<file path="config.mk">
export PLATFORM = sky130hd
export DESIGN_NAME = led_pwm_ctrl
export DESIGN_NICKNAME = d
export VERILOG_FILES = /design/src/rtl/led_pwm_ctrl_pkg.sv /design/src/rtl/led_pwm_timebase.sv /design/src/rtl/led_pwm_ctrl.sv
export SDC_FILE = /design/constraint.sdc
export NUM_CORES = 1
export LEC_CHECK = 0
export CORE_MARGIN = 2
export CORE_UTILIZATION = 45
export DETAILED_ROUTE_END_ITERATION = 10
export PLACE_DENSITY = 0.71
export SYNTH_ARGS = -nofsm -noshare
export SYNTH_HDL_FRONTEND = slang
export SYNTH_SLANG_ARGS = --single-unit
export TNS_END_PERCENT = 1
</file>
<file path="constraint.sdc">
create_clock -name clk -period 25.8 [get_ports clk]
set_clock_uncertainty 0.2 [all_clocks]
set_input_delay 5.16 -clock clk [delete_from_list [all_inputs] [get_ports clk]]
set_output_delay 5.16 -clock clk [all_outputs]
set_load 0.1 [all_outputs]
</file>
<file path="src/rtl/led_pwm_ctrl_pkg.sv">
// -----------------------------------------------------------------------------
// led_pwm_ctrl_pkg
//   Shared definitions for the multi-channel LED PWM driver: mode encodings,
//   breathe direction, common widths and a counter-width helper.
// -----------------------------------------------------------------------------
package led_pwm_ctrl_pkg;

    localparam int MODE_W   = 3;   // width of a channel mode field
    localparam int CH_IDX_W = 5;   // width of the write/readback channel index

    // Channel modes; encodings 5..7 are reserved and drive the LED off.
    typedef enum logic [MODE_W-1:0] {
        LED_OFF     = 3'd0,
        LED_ON      = 3'd1,
        LED_PWM     = 3'd2,
        LED_BLINK   = 3'd3,
        LED_BREATHE = 3'd4
    } led_mode_e;

    typedef enum logic {
        BREATHE_UP   = 1'b0,
        BREATHE_DOWN = 1'b1
    } breathe_dir_e;

    // Width of a counter that has to hold 0..n-1; never narrower than 1 bit.
    function automatic int unsigned cnt_width(input int unsigned n);
        return (n > 1) ? $clog2(n) : 1;
    endfunction

endpackage : led_pwm_ctrl_pkg

</file>
<file path="src/rtl/led_pwm_timebase.sv">
// -----------------------------------------------------------------------------
// led_pwm_timebase
//   Common timebase shared by every LED channel: prescaler, PWM counter,
//   period wrap / period_start, blink phase and breathe level.
//
//   Ports
//     clk           in   system clock
//     rst           in   async reset, active-high
//     pwm_cnt       out  PWM counter, advances once per prescaler tick
//     wrap          out  combinational, high on the last clk of a PWM period
//     period_start  out  registered wrap (one-cycle pulse, 1 clk after wrap)
//     blink_phase   out  blink on/off half-cycle
//     breathe_lvl   out  triangle brightness level 0..max..0
// -----------------------------------------------------------------------------
module led_pwm_timebase
    import led_pwm_ctrl_pkg::*;
#(
    parameter int PWM_BITS      = 8,
    parameter int PRESCALE      = 16,
    parameter int BLINK_PERIODS = 6104,
    parameter int BREATHE_STEP  = 24
) (
    input  logic                clk,
    input  logic                rst,
    output logic [PWM_BITS-1:0] pwm_cnt,
    output logic                wrap,
    output logic                period_start,
    output logic                blink_phase,
    output logic [PWM_BITS-1:0] breathe_lvl
);

    localparam int PRESC_W = cnt_width(PRESCALE);
    localparam int BLINK_W = cnt_width(BLINK_PERIODS);
    localparam int STEP_W  = cnt_width(BREATHE_STEP);

    localparam logic [PRESC_W-1:0]  PRESC_LAST = PRESC_W'(PRESCALE - 1);
    localparam logic [BLINK_W-1:0]  BLINK_LAST = BLINK_W'(BLINK_PERIODS - 1);
    localparam logic [STEP_W-1:0]   STEP_LAST  = STEP_W'(BREATHE_STEP - 1);
    localparam logic [PWM_BITS-1:0] CNT_MAX    = '1;
    localparam logic [PWM_BITS-1:0] LVL_TOP    = CNT_MAX - PWM_BITS'(1);
    localparam logic [PWM_BITS-1:0] LVL_ONE    = PWM_BITS'(1);

    logic [PRESC_W-1:0] presc;
    logic               tick;
    logic [BLINK_W-1:0] blink_cnt;
    logic [STEP_W-1:0]  breathe_cnt;
    logic               breathe_step;
    breathe_dir_e       breathe_dir;

    assign tick         = (presc == PRESC_LAST);
    assign wrap         = tick && (pwm_cnt == CNT_MAX);
    assign breathe_step = wrap && (breathe_cnt == STEP_LAST);

    // Prescaler, PWM counter and the registered period boundary pulse.
    // NOTE: state registers use non-blocking assignments so every register in
    // the design samples the pre-edge values of the others; that is what makes
    // a write landing on the wrap edge reach the active set one period later.
    always_ff @(posedge clk or posedge rst) begin
        if (rst) begin
            presc        <= '0;
            pwm_cnt      <= '0;
            period_start <= 1'b0;
        end else begin
            presc        <= tick ? '0 : presc + 1'b1;
            if (tick) begin
                pwm_cnt <= pwm_cnt + 1'b1;
            end
            period_start <= wrap;
        end
    end

    // Blink: count whole PWM periods, flip the phase on every rollover.
    always_ff @(posedge clk or posedge rst) begin
        if (rst) begin
            blink_cnt   <= '0;
            blink_phase <= 1'b0;
        end else if (wrap) begin
            if (blink_cnt == BLINK_LAST) begin
                blink_cnt   <= '0;
                blink_phase <= ~blink_phase;
            end else begin
                blink_cnt <= blink_cnt + 1'b1;
            end
        end
    end

    // Breathe: step the level once every BREATHE_STEP periods. The direction
    // flips on the step that lands on an endpoint, so neither max nor 0 is
    // held for two steps.
    always_ff @(posedge clk or posedge rst) begin
        if (rst) begin
            breathe_cnt <= '0;
            breathe_lvl <= '0;
            breathe_dir <= BREATHE_UP;
        end else begin
            if (wrap) begin
                breathe_cnt <= (breathe_cnt == STEP_LAST) ? '0 : breathe_cnt + 1'b1;
            end
            if (breathe_step) begin
                if (breathe_dir == BREATHE_UP) begin
                    breathe_lvl <= breathe_lvl + 1'b1;
                    if (breathe_lvl == LVL_TOP) begin
                        breathe_dir <= BREATHE_DOWN;
                    end
                end else begin
                    breathe_lvl <= breathe_lvl - 1'b1;
                    if (breathe_lvl == LVL_ONE) begin
                        breathe_dir <= BREATHE_UP;
                    end
                end
            end
        end
    end

endmodule : led_pwm_timebase

</file>
<file path="src/rtl/led_pwm_ctrl.sv">
// -----------------------------------------------------------------------------
// led_pwm_ctrl
//   Multi-channel LED driver. Each channel has a shadow {mode, duty} written
//   over a one-cycle strobe and an active copy that loads from the shadow at
//   every PWM period boundary, so brightness changes never glitch mid-period.
//   Modes: OFF, ON, PWM, BLINK, BREATHE (5..7 reserved, LED off).
//   force_on drives every LED solid on regardless of mode.
//
//   Ports
//     clk           in   system clock (100 MHz)
//     rst           in   async reset, active-high
//     wr_en         in   write strobe, one cycle
//     wr_ch         in   channel to write; indices >= NUM_CH are ignored
//     wr_mode       in   mode to write
//     wr_duty       in   duty to write
//     rd_ch         in   channel to read back; indices >= NUM_CH read 0
//     rd_mode       out  active mode of rd_ch, registered
//     rd_duty       out  active duty of rd_ch, registered
//     force_on      in   all LEDs on while high
//     period_start  out  one-cycle pulse at each PWM period boundary
//     led           out  LED drive, registered, active-high
// -----------------------------------------------------------------------------
module led_pwm_ctrl
    import led_pwm_ctrl_pkg::*;
#(
    parameter int NUM_CH        = 16,
    parameter int PWM_BITS      = 8,
    parameter int PRESCALE      = 16,
    parameter int BLINK_PERIODS = 6104,
    parameter int BREATHE_STEP  = 24
) (
    input  logic                clk,
    input  logic                rst,
    input  logic                wr_en,
    input  logic [CH_IDX_W-1:0] wr_ch,
    input  logic [MODE_W-1:0]   wr_mode,
    input  logic [PWM_BITS-1:0] wr_duty,
    input  logic [CH_IDX_W-1:0] rd_ch,
    output logic [MODE_W-1:0]   rd_mode,
    output logic [PWM_BITS-1:0] rd_duty,
    input  logic                force_on,
    output logic                period_start,
    output logic [NUM_CH-1:0]   led
);

    logic [PWM_BITS-1:0] pwm_cnt;
    logic                wrap;
    logic                blink_phase;
    logic [PWM_BITS-1:0] breathe_lvl;

    // Modes are kept as raw 3-bit fields so reserved encodings read back as
    // written.
    logic [MODE_W-1:0]   shadow_mode [NUM_CH];
    logic [PWM_BITS-1:0] shadow_duty [NUM_CH];
    logic [MODE_W-1:0]   active_mode [NUM_CH];
    logic [PWM_BITS-1:0] active_duty [NUM_CH];

    logic [NUM_CH-1:0]   led_nxt;
    logic [MODE_W-1:0]   rd_mode_nxt;
    logic [PWM_BITS-1:0] rd_duty_nxt;

    led_pwm_timebase #(
        .PWM_BITS      (PWM_BITS),
        .PRESCALE      (PRESCALE),
        .BLINK_PERIODS (BLINK_PERIODS),
        .BREATHE_STEP  (BREATHE_STEP)
    ) u_timebase (
        .clk          (clk),
        .rst          (rst),
        .pwm_cnt      (pwm_cnt),
        .wrap         (wrap),
        .period_start (period_start),
        .blink_phase  (blink_phase),
        .breathe_lvl  (breathe_lvl)
    );

    // Shadow writes and boundary apply. Comparing wr_ch against each channel
    // number (rather than indexing) drops out-of-range writes for free.
    // NOTE: these arrays are flops, not RAM: every channel must come out of
    // reset OFF, so each entry is reset explicitly.
    always_ff @(posedge clk or posedge rst) begin
        if (rst) begin
            for (int i = 0; i < NUM_CH; i++) begin
                shadow_mode[i] <= '0;
                shadow_duty[i] <= '0;
                active_mode[i] <= '0;
                active_duty[i] <= '0;
            end
        end else begin
            for (int i = 0; i < NUM_CH; i++) begin
                if (wrap) begin
                    active_mode[i] <= shadow_mode[i];
                    active_duty[i] <= shadow_duty[i];
                end
                if (wr_en && (wr_ch == CH_IDX_W'(i))) begin
                    shadow_mode[i] <= wr_mode;
                    shadow_duty[i] <= wr_duty;
                end
            end
        end
    end

    // Per-channel compare against the shared timebase.
    for (genvar g = 0; g < NUM_CH; g++) begin : g_ch
        logic [PWM_BITS-1:0] breathe_duty;
        logic                on_nxt;

        // BREATHE follows the triangle level but never exceeds the set duty.
        assign breathe_duty = (breathe_lvl < active_duty[g]) ? breathe_lvl : active_duty[g];

        // NOTE: on_nxt gets its default before the case so every path assigns
        // it and no latch is inferred.
        always_comb begin
            on_nxt = 1'b0;
            case (active_mode[g])
                LED_ON:      on_nxt = 1'b1;
                LED_PWM:     on_nxt = (pwm_cnt < active_duty[g]);
                LED_BLINK:   on_nxt = blink_phase && (pwm_cnt < active_duty[g]);
                LED_BREATHE: on_nxt = (pwm_cnt < breathe_duty);
                default:     on_nxt = 1'b0;
            endcase
            if (force_on) begin
                on_nxt = 1'b1;
            end
        end

        assign led_nxt[g] = on_nxt;
    end

    // Readback mux over the active set; unmatched indices fall through to 0.
    always_comb begin
        rd_mode_nxt = '0;
        rd_duty_nxt = '0;
        for (int i = 0; i < NUM_CH; i++) begin
            if (rd_ch == CH_IDX_W'(i)) begin
                rd_mode_nxt = active_mode[i];
                rd_duty_nxt = active_duty[i];
            end
        end
    end

    always_ff @(posedge clk or posedge rst) begin
        if (rst) begin
            led     <= '0;
            rd_mode <= '0;
            rd_duty <= '0;
        end else begin
            led     <= led_nxt;
            rd_mode <= rd_mode_nxt;
            rd_duty <= rd_duty_nxt;
        end
    end

endmodule : led_pwm_ctrl
</file>
==> results.yml, run 1 <==
clock_network:
  post_cts_buffers: 0
  cts_sinks: 420
  cts_resized: 0
  ctsHoldBuffers: 0
  cts_made_buffers: 48
  tritoncts: "built"
  clkTransAtPathRegs_ps: 60
  clk_latency_ps: 590
  h-tree-depth: 2
  ctsRootBufferMaster: "clkbuf_16"
  clock_path_buffers: 3
critical_path:
  slowest_delay_ps: 900
  worst_setup_path_end_kind: "flop"
  required_ps: 26060
  crit_family: "simple AND/OR/NAND/NOR gates"
  path_class: "in2reg"
  critPathLaunchType: "input pin"
  critPathMaxFanout: 24
  crit_chain: "clkdlybuf4s50_1, nor2b_1, nand2_1, o21ai_0, o221ai_1, a221oi_1, a21oi_1"
  cp_slowest_cell: "clkdlybuf4s50_1"
  crit_arrival_ps: 8040
  cp_num_buf_inv: 1
detailed_routing:
  initialDrtViolationCount: 2209
  via_per_inst: 6.31
  drtPass1Iterations: 5
  drcViolationCount: 0
  routed_wl_mm: 89.5
  wl_per_cell_microns: 24.6
  ant_nets: 0
  vias: 22900
floorplan:
  die_x_microns: 249
  die_area_sq_um: 61900
  std_cell_rows: 89
  core_area_sq_um: 59100
  floorplan.initialDensity_pct: 45.6
  die_y_microns: 249
  ioPinCount: 53
hold_path:
  hold_path.class: "reg2reg"
synthesis:
  ys_seq_area_share_pct: 39.0
  synth_top_cells_by_area: "dfrtp_1 39%, ha_1 16%, mux2_2 7.7%"
  syn_inst: 2804
  ys_warn_count: 0
  synth_top_area_share_pct: 39.0
  async_flop_share_pct: 100
  synth_top_area_cell: "dfrtp_1"
  syn-num-nets: 3173
  synth_area_sq_um: 27000
  avgSynthCellArea_sq_um: 9.62
  synth.distinct_cells: 81
  synthFlopType: "dfrtp_1"
  synth.most_common_cell: "dfrtp_1"
  ys_ff_latch: 420
  netlist_top_cells_count: "420 x dfrtp_1, 397 x nand2_1, 344 x ha_1"
  synth_edf_count: 0
timing:
  worstMarginPinSlew_ps: 1150
  finalCritPeriodShare_pct: 30.2
  finalSetupTns_ps: 0
  period_needed_ps: 7780
  slew_headroom_pct: 23.4
  setup_viol: 0
  slew_violations: 0
  rsz0062_at_grt: "no"
  hold_violations: 0
  fmax_mhz: 128
power_and_ir_drop:
  switching_power_w: 0.000389
  power.clock.fraction_pct: 45.0
  pwr-share-comb_pct: 8.3
  swShare_pct: 24.5
  cell_internal_pwr_w: 0.00120
  ir_drop_uv: 55.4
  power.total_w: 0.00159
  seq_power_share_pct: 46.8
  p_leak_nw: 13.9
  power_density_nw_per_um2: 53.1
job:
  drv_cap: 0
global_routing:
  grt_pass1_vias: 22800
  antenna_found_initial: 8
  grt_pass1_wl_mm: 136
  grt_max_degree: 179
  grt_overflow: 0
  grt_use_total_pct: 28.5
cells_and_area:
  syn2layout_area_growth_pct: 10.9
  fin_nets: 3196
  drive_gt1_share_pct: 12.8
  fill_cells: 5281
status:
  status: "completed"
placed_design:
  place_congestion: 0.975
  numPortBuffers: 52
  dp_hpwl_mm: 59.9
cell type report:
class,instances,area (sq um),share of cell area (%)
Antenna cell,2,5.00,0.0167
Sequential cell,420,10500,35.2
Timing Repair Buffer,98,858,2.87
Clock buffer,60,1320,4.40
Inverter,143,552,1.84
Tap cell,773,967,3.23
Multi-Input combinational cell,2116,15400,51.4
Clock inverter,24,309,1.03
kinds of logic after synthesis:
group,synth area share (%)
simple gates,13.3
compound gates,16.6
flops,39.0
fa+ha+maj,16.0
buf+inv,4.06
mux,10.4
xor+xnor,0.682
final timing paths:
kind                                                end                      start  slack, ps  cells after the start
min in group asynchronous       u_timebase.blink_cnt[5]                        rst       4880                      2
worst max-delay path                         rd_duty[4]                   rd_ch[4]      18020                      7
worst max register to register                  led[14]  u_timebase.breathe_lvl[5]      20980                     11
max in group asynchronous              active_duty[100]                        rst      18940                      3
worst min-delay path                    active_duty[48]            shadow_duty[48]        260                      2
worst min register to register          active_duty[48]            shadow_duty[48]        260                      2
tightest hold or removal path: cells and delay by family, from the launching register on:
family / cells / cell delay, ps
DFF: 1 / 340
and+or+nand+nor: 2 / 100
power by group through the flow:
stage / Combinational, W / Sequential [W] / Clock [W]
finish: 0.000132 / 0.000743 / 0.000715
global route: 0.000141 / 0.000750 / 0.000751
floorplan: 0.0000772 / 0.000764 / 0
detailed placement: 0.000132 / 0.000754 / 0
CTS: 0.000132 / 0.000742 / 0.000724
global placement: 0.000128 / 0.000751 / 0
metrics by stage:
step / worst slack, ps / cell area, sq um / hold WS, ps / instances / util (%)
6_report: 18020 / 29900 / 260 / 3636 / 50.6
2_1_floorplan: 8750 / 27000 / 233 / 2804 / -
3_3_place_gp: 17570 / 28300 / 240 / 3550 / 47.8
5_1_grt: 17980 / 29900 / 277 / 3634 / 50.6
4_1_cts: 18190 / 29900 / 257 / 3634 / 50.6
3_5_place_dp: 17600 / 28300 / 247 / 3550 / 47.8
sequential cells by signal, indices dropped and copies added (netlist names):
register / count
u_timebase.period_start: 1
active_duty: 128
shadow_duty: 128
u_timebase.blink_phase: 1
rd_mode: 3
u_timebase.presc: 4
u_timebase.breathe_cnt: 5
active_mode: 48
u_timebase.pwm_cnt: 8
shadow_mode: 48
rd_duty: 8
u_timebase.blink_cnt: 13
led: 16
u_timebase.breathe_dir: 1
u_timebase.breathe_lvl: 8
layer usage:
layer	GRT usage, %	vias to the layer above	part of all wire [%]
met5	0	-	0.049
li1	-	10200	-
met1	38.3	11300	41
met4	14.9	6	5.5
met3	5.08	329	9.3
met2	44.1	1184	44
placed cells by master, fill, tap and decap left out, types with 9 or more instances in the layout:
master           instances
nand3_1                 60
o31ai_1                  9
clkbuf_16               49
a21oi_1                183
dfrtp_2                 10
nor3b_1                 17
or3_1                    9
o21a_1                   9
nand2b_1                23
buf_4                   45
clkinv_2                12
nor4b_1                  9
a2111oi_0               14
nor2_1                 162
inv_1                  140
a211oi_1                31
mux2_2                 184
dfrtp_1                410
a22oi_1                 18
ha_1                   344
clkdlybuf4s50_1         48
mux2i_1                 63
a21o_1                  48
o22ai_1                 27
o21ai_0                222
a31oi_1                 14
o2111ai_1               24
o211ai_1                17
nor2b_1                 30
xnor2_1                 14
nor3_1                  25
nand4_1                 18
nand2_1                397
(Power assumes the default switching activity.)
==> run 2: changes to the inputs <==
clock period = 7.39 ns   (was 25.8 ns; I/O delays follow)
==> run 2 against run 1 <==
Total power increased to 3.4 times the previous value; combinational power increased to 3.5 times the previous value; clock power increased to 3.4 times the previous value; design area about the same; via count decreased by 0.30%; global-route usage increased by 0.74 points; register-to-register slack got worse by 18000 ps; critical path type is now reg2reg.
==> results.yml, run 2 (same netlist as run 1, synthesis figures left out) <==
floorplan:
  die_x_microns: 249
  core_area_sq_um: 59100
  floorplan.initialDensity_pct: 45.6
  die_y_microns: 249
  std_cell_rows: 89
  ioPinCount: 53
  die_area_sq_um: 61900
cells_and_area:
  drive_gt1_share_pct: 12.7
  diodes: 0
  fill_cells: 5230
  fin_nets: 3195
  mostFrequentLayoutCells: "411 x dfrtp_1, 397 x nand2_1, 344 x ha_1"
  utilization_pct: 50.6
  final_common_cell: "dfrtp_1"
  syn2layout_area_growth_pct: 11.0
  reg_top3: "active_duty x128, shadow_duty x128"
  fin_cells: 3634
clock_network:
  h-tree-depth: 2
  post_cts_buffers: 0
  cts_sinks: 420
  ctsRootBufferMaster: "clkbuf_16"
  ctsHoldBuffers: 0
  tritoncts: "built"
  clkTransAtPathRegs_ps: 70
  cts_resized: 0
  clock_path_buffers: 3
  clk_latency_ps: 600
  cts_made_buffers: 45
placed_design:
  numPortBuffers: 52
  dpl_worst_slack_ps: 2770
  dp_hpwl_mm: 61.3
  place_congestion: 0.949
  dp_cells: 3552
critical_path:
  path_class: "reg2reg"
  rrSetupSlack_ps: 2860
  required_ps: 7660
  critPathMaxFanout: 15
  worst_setup_path_end_kind: "flop"
  critPathLaunchType: "flop"
  crit_arrival_ps: 4800
global_routing:
  grt_use_total_pct: 29.3
  grt_pass1_vias: 22700
  grt_max_degree: 115
  grt_pass1_wl_mm: 139
  antenna_found_initial: 6
  grt_overflow: 0
detailed_routing:
  drtPass1Iterations: 6
  routed_wl_mm: 90.7
  vias: 22900
  initialDrtViolationCount: 2203
  drcViolationCount: 0
  ant_nets: 0
  wl_per_cell_microns: 25.0
  via_per_inst: 6.29
power_and_ir_drop:
  ir_drop_uv: 134
  power_density_nw_per_um2: 183
  p_leak_nw: 13.8
timing:
  fmax_mhz: 221
  finalSetupTns_ps: 0
  setup_viol: 0
  finalCritPeriodShare_pct: 61.2
  fin_ws_ps: 2860
  hold_violations: 0
  rsz0062_at_grt: "no"
  period_needed_ps: 4530
  slew_violations: 0
  worstMarginPinSlew_ps: 1150
  slew_headroom_pct: 23.4
status:
  status: "completed"
job:
  drv_cap: 0
hold_path:
  hold_path.class: "reg2reg"
[run 2: changes by cell type in the layout (fill, tap and decap cells not counted), moves of 2 or more]
cell,delta
buf_12,+5
buf_4,-3
clkbuf_8,+3
clkinv_2,-3
bufinv_16,-2
clkbuf_16,-2
diode_2,-2
inv_6,+2
[run 2: worst max-delay path: stages, from the launching register on]
cell and delay [ps]:
dfrtp_2 620, buf_4 340, ha_1 300, a211oi_1 250, a21oi_1 130, a211oi_2 720, a21oi_1 170, ha_1 350
a21o_1 170, a2111oi_0 610, a22oi_1 200, nor2_1 140, nor2_1 50, o211ai_1 130
[run 2: cell type report]
class	instances	area (sq um)	area share (%)
Tap cell	773	967	3.23
Sequential cell	420	10500	35.2
Inverter	143	548	1.83
Timing Repair Buffer	100	941	3.15
Clock buffer	62	1310	4.39
Multi-Input combinational cell	2116	15400	51.4
Clock inverter	20	244	0.816
[run 2: routing by layer]
layer	vias to the layer above	GRT usage [%]	wire length [microns]
li1	10200	-	-
met1	11200	39.5	37600
met2	1128	45.8	40400
met3	318	5.84	8240
met4	10	12.7	4420
met5	-	0	54
[run 2: power breakdown]
group	internal [W]	switching, W
Clock	0.00142	0.000990
Sequential	0.00250	0.000102
Combinational	0.000197	0.000267
Total	0.00411	0.00136
[run 2: final timing paths]
kind,startpoint,endpoint,cells after the start
max,u_timebase.breathe_lvl[5],led[1],13
min reg2reg,shadow_mode[32],active_mode[32],2
min in group asynchronous,rst,shadow_duty[109],2
min,shadow_mode[32],active_mode[32],2
max in group asynchronous,rst,shadow_duty[25],4
max reg2reg,u_timebase.breathe_lvl[5],led[1],13
[run 2: stage by stage]
stage	hold slack [ps]	power, W	cell area [sq um]
4_1_cts	251	0.00550	29900
3_5_place_dp	245	0.00310	28400
2_1_floorplan	233	0.00294	27000
5_1_grt	278	0.00565	29900
3_3_place_gp	239	0.00307	28400
6_report	242	0.00547	29900
==> run 3: changes to the inputs <==
PLACE_DENSITY = 0.73   (was 0.71)
clock period = 3.93 ns   (was 7.39 ns; I/O delays follow)
==> run 3 against run 2 <==
Worst setup slack worse by 2700 ps; via count shrank 0.61%; sequential power up 88%; clock-buffer cell count is 3 lower; critical path type unchanged; largest cell class unchanged.
==> results.yml, run 3 (same netlist as run 1, synthesis figures left out) <==
cells_and_area:
  reg_top3: "active_duty x128, shadow_duty x128"
  final_common_cell: "dfrtp_1"
  fin_nets: 3262
  drive_gt1_share_pct: 15.0
  syn2layout_area_growth_pct: 13.3
  mostFrequentLayoutCells: "407 x dfrtp_1, 397 x nand2_1, 344 x ha_1"
power_and_ir_drop:
  power.total_w: 0.0105
  ir_drop_uv: 322
  power_density_nw_per_um2: 342
  p_leak_nw: 14.2
detailed_routing:
  vias: 22700
  initialDrtViolationCount: 2218
  wl_per_cell_microns: 24.3
  ant_nets: 0
  routed_wl_mm: 89.9
  drtPass1Iterations: 6
  drcViolationCount: 0
  via_per_inst: 6.14
clock_network:
  clock_path_buffers: 3
  h-tree-depth: 2
  cts_sinks: 420
  cts_made_buffers: 46
  clkTransAtPathRegs_ps: 60
  ctsRootBufferMaster: "clkbuf_16"
  ctsHoldBuffers: 0
  clk_latency_ps: 620
  tritoncts: "built"
floorplan:
  die_x_microns: 249
  ioPinCount: 53
  die_y_microns: 249
  die_area_sq_um: 61900
  std_cell_rows: 89
  core_area_sq_um: 59100
  floorplan.initialDensity_pct: 45.6
timing:
  setup_viol: 0
  worstMarginPinSlew_ps: 996
  finalCritPeriodShare_pct: 95.1
  fmax_mhz: 267
  period_needed_ps: 3740
  holdWs_ps: 253
  rsz0062_at_grt: "yes"
  hold_violations: 0
  slew_headroom_pct: 33.4
  slew_violations: 0
global_routing:
  grt_pass1_vias: 21700
  grt_use_total_pct: 28.8
  grt_max_degree: 105
  antenna_found_initial: 6
  grt_overflow: 0
  grt_pass1_wl_mm: 136
status:
  status: "completed"
placed_design:
  place_congestion: 1.01
  numPortBuffers: 52
  dp_hpwl_mm: 62.6
critical_path:
  required_ps: 4270
  critPathMaxFanout: 9
  path_class: "reg2reg"
  worst_setup_path_end_kind: "flop"
  critPathLaunchType: "flop"
  crit_arrival_ps: 4080
hold_path:
  hold_path.class: "reg2reg"
job:
  drv_cap: 0
[run 3: power by group]
part / leakage, nW / internal [W] / switching, W / total (W)
logic: 7.86 / 0.000392 / 0.000512 / 0.000904
clock network: 0.776 / 0.00274 / 0.00192 / 0.00467
registers: 5.58 / 0.00469 / 0.000185 / 0.00488
[run 3: worst paths after layout]
path / end / from / slack [ps] / cells past startpoint
max: led[6] / u_timebase.breathe_lvl[4] / 190 / 12
min: active_mode[4] / shadow_mode[4] / 250 / 2
max reg2reg: led[6] / u_timebase.breathe_lvl[4] / 190 / 12
min reg2reg: active_mode[4] / shadow_mode[4] / 250 / 2
max in group asynchronous: active_duty[54] / rst / 2110 / 3
min in group asynchronous: u_timebase.blink_cnt[8] / rst / 370 / 2
[run 3: layer usage]
metal	track usage, %	vias up	part of all wire, %
met1	39.5	11000	42
met4	14.5	4	5.2
li1	-	10300	-
met3	5.03	277	9.2
met2	43.9	1132	44
met5	0	-	0.029
[run 3: critical path, cell delays in order (launching register included)]
cell and delay, ps:
dfrtp_2 470, buf_4 230, ha_1 330, a21o_1 220
a2111oi_4 410, a21oi_4 180, mux2i_1 160, ha_1 190
or4b_2 660, a211oi_1 320, nand3_1 110, o2111ai_1 90
a41o_1 120
[run 3: cell type report]
type / instances / area, sq um
multi-input combinational: 2116 / 15400
clock inverter: 24 / 342
fill: 5268 / 28600
tap: 773 / 967
timing repair buffer: 166 / 1520
sequential: 420 / 10500
antenna: 2 / 5.00
inverter: 143 / 548
clock buffer: 59 / 1260
[run 3: metrics by stage]
stage	area [sq um]	std cells	util [%]	setup slack (ps)	TNS, ps
2_1_floorplan	27000	2804	-	-2720	-1143030
3_3_place_gp	28900	3618	48.9	326	0
3_5_place_dp	28900	3618	48.9	169	0
4_1_cts	30500	3701	51.6	105	0
5_1_grt	30500	3701	51.7	-46.7	-46.7
6_report	30600	3703	51.7	191	0
[run 3: what timing repair did]
item / CTS / global route
endpoints found under the setup margin: 0 / 4
buffers inserted: 0 / 0
resized for setup: 0 / 4
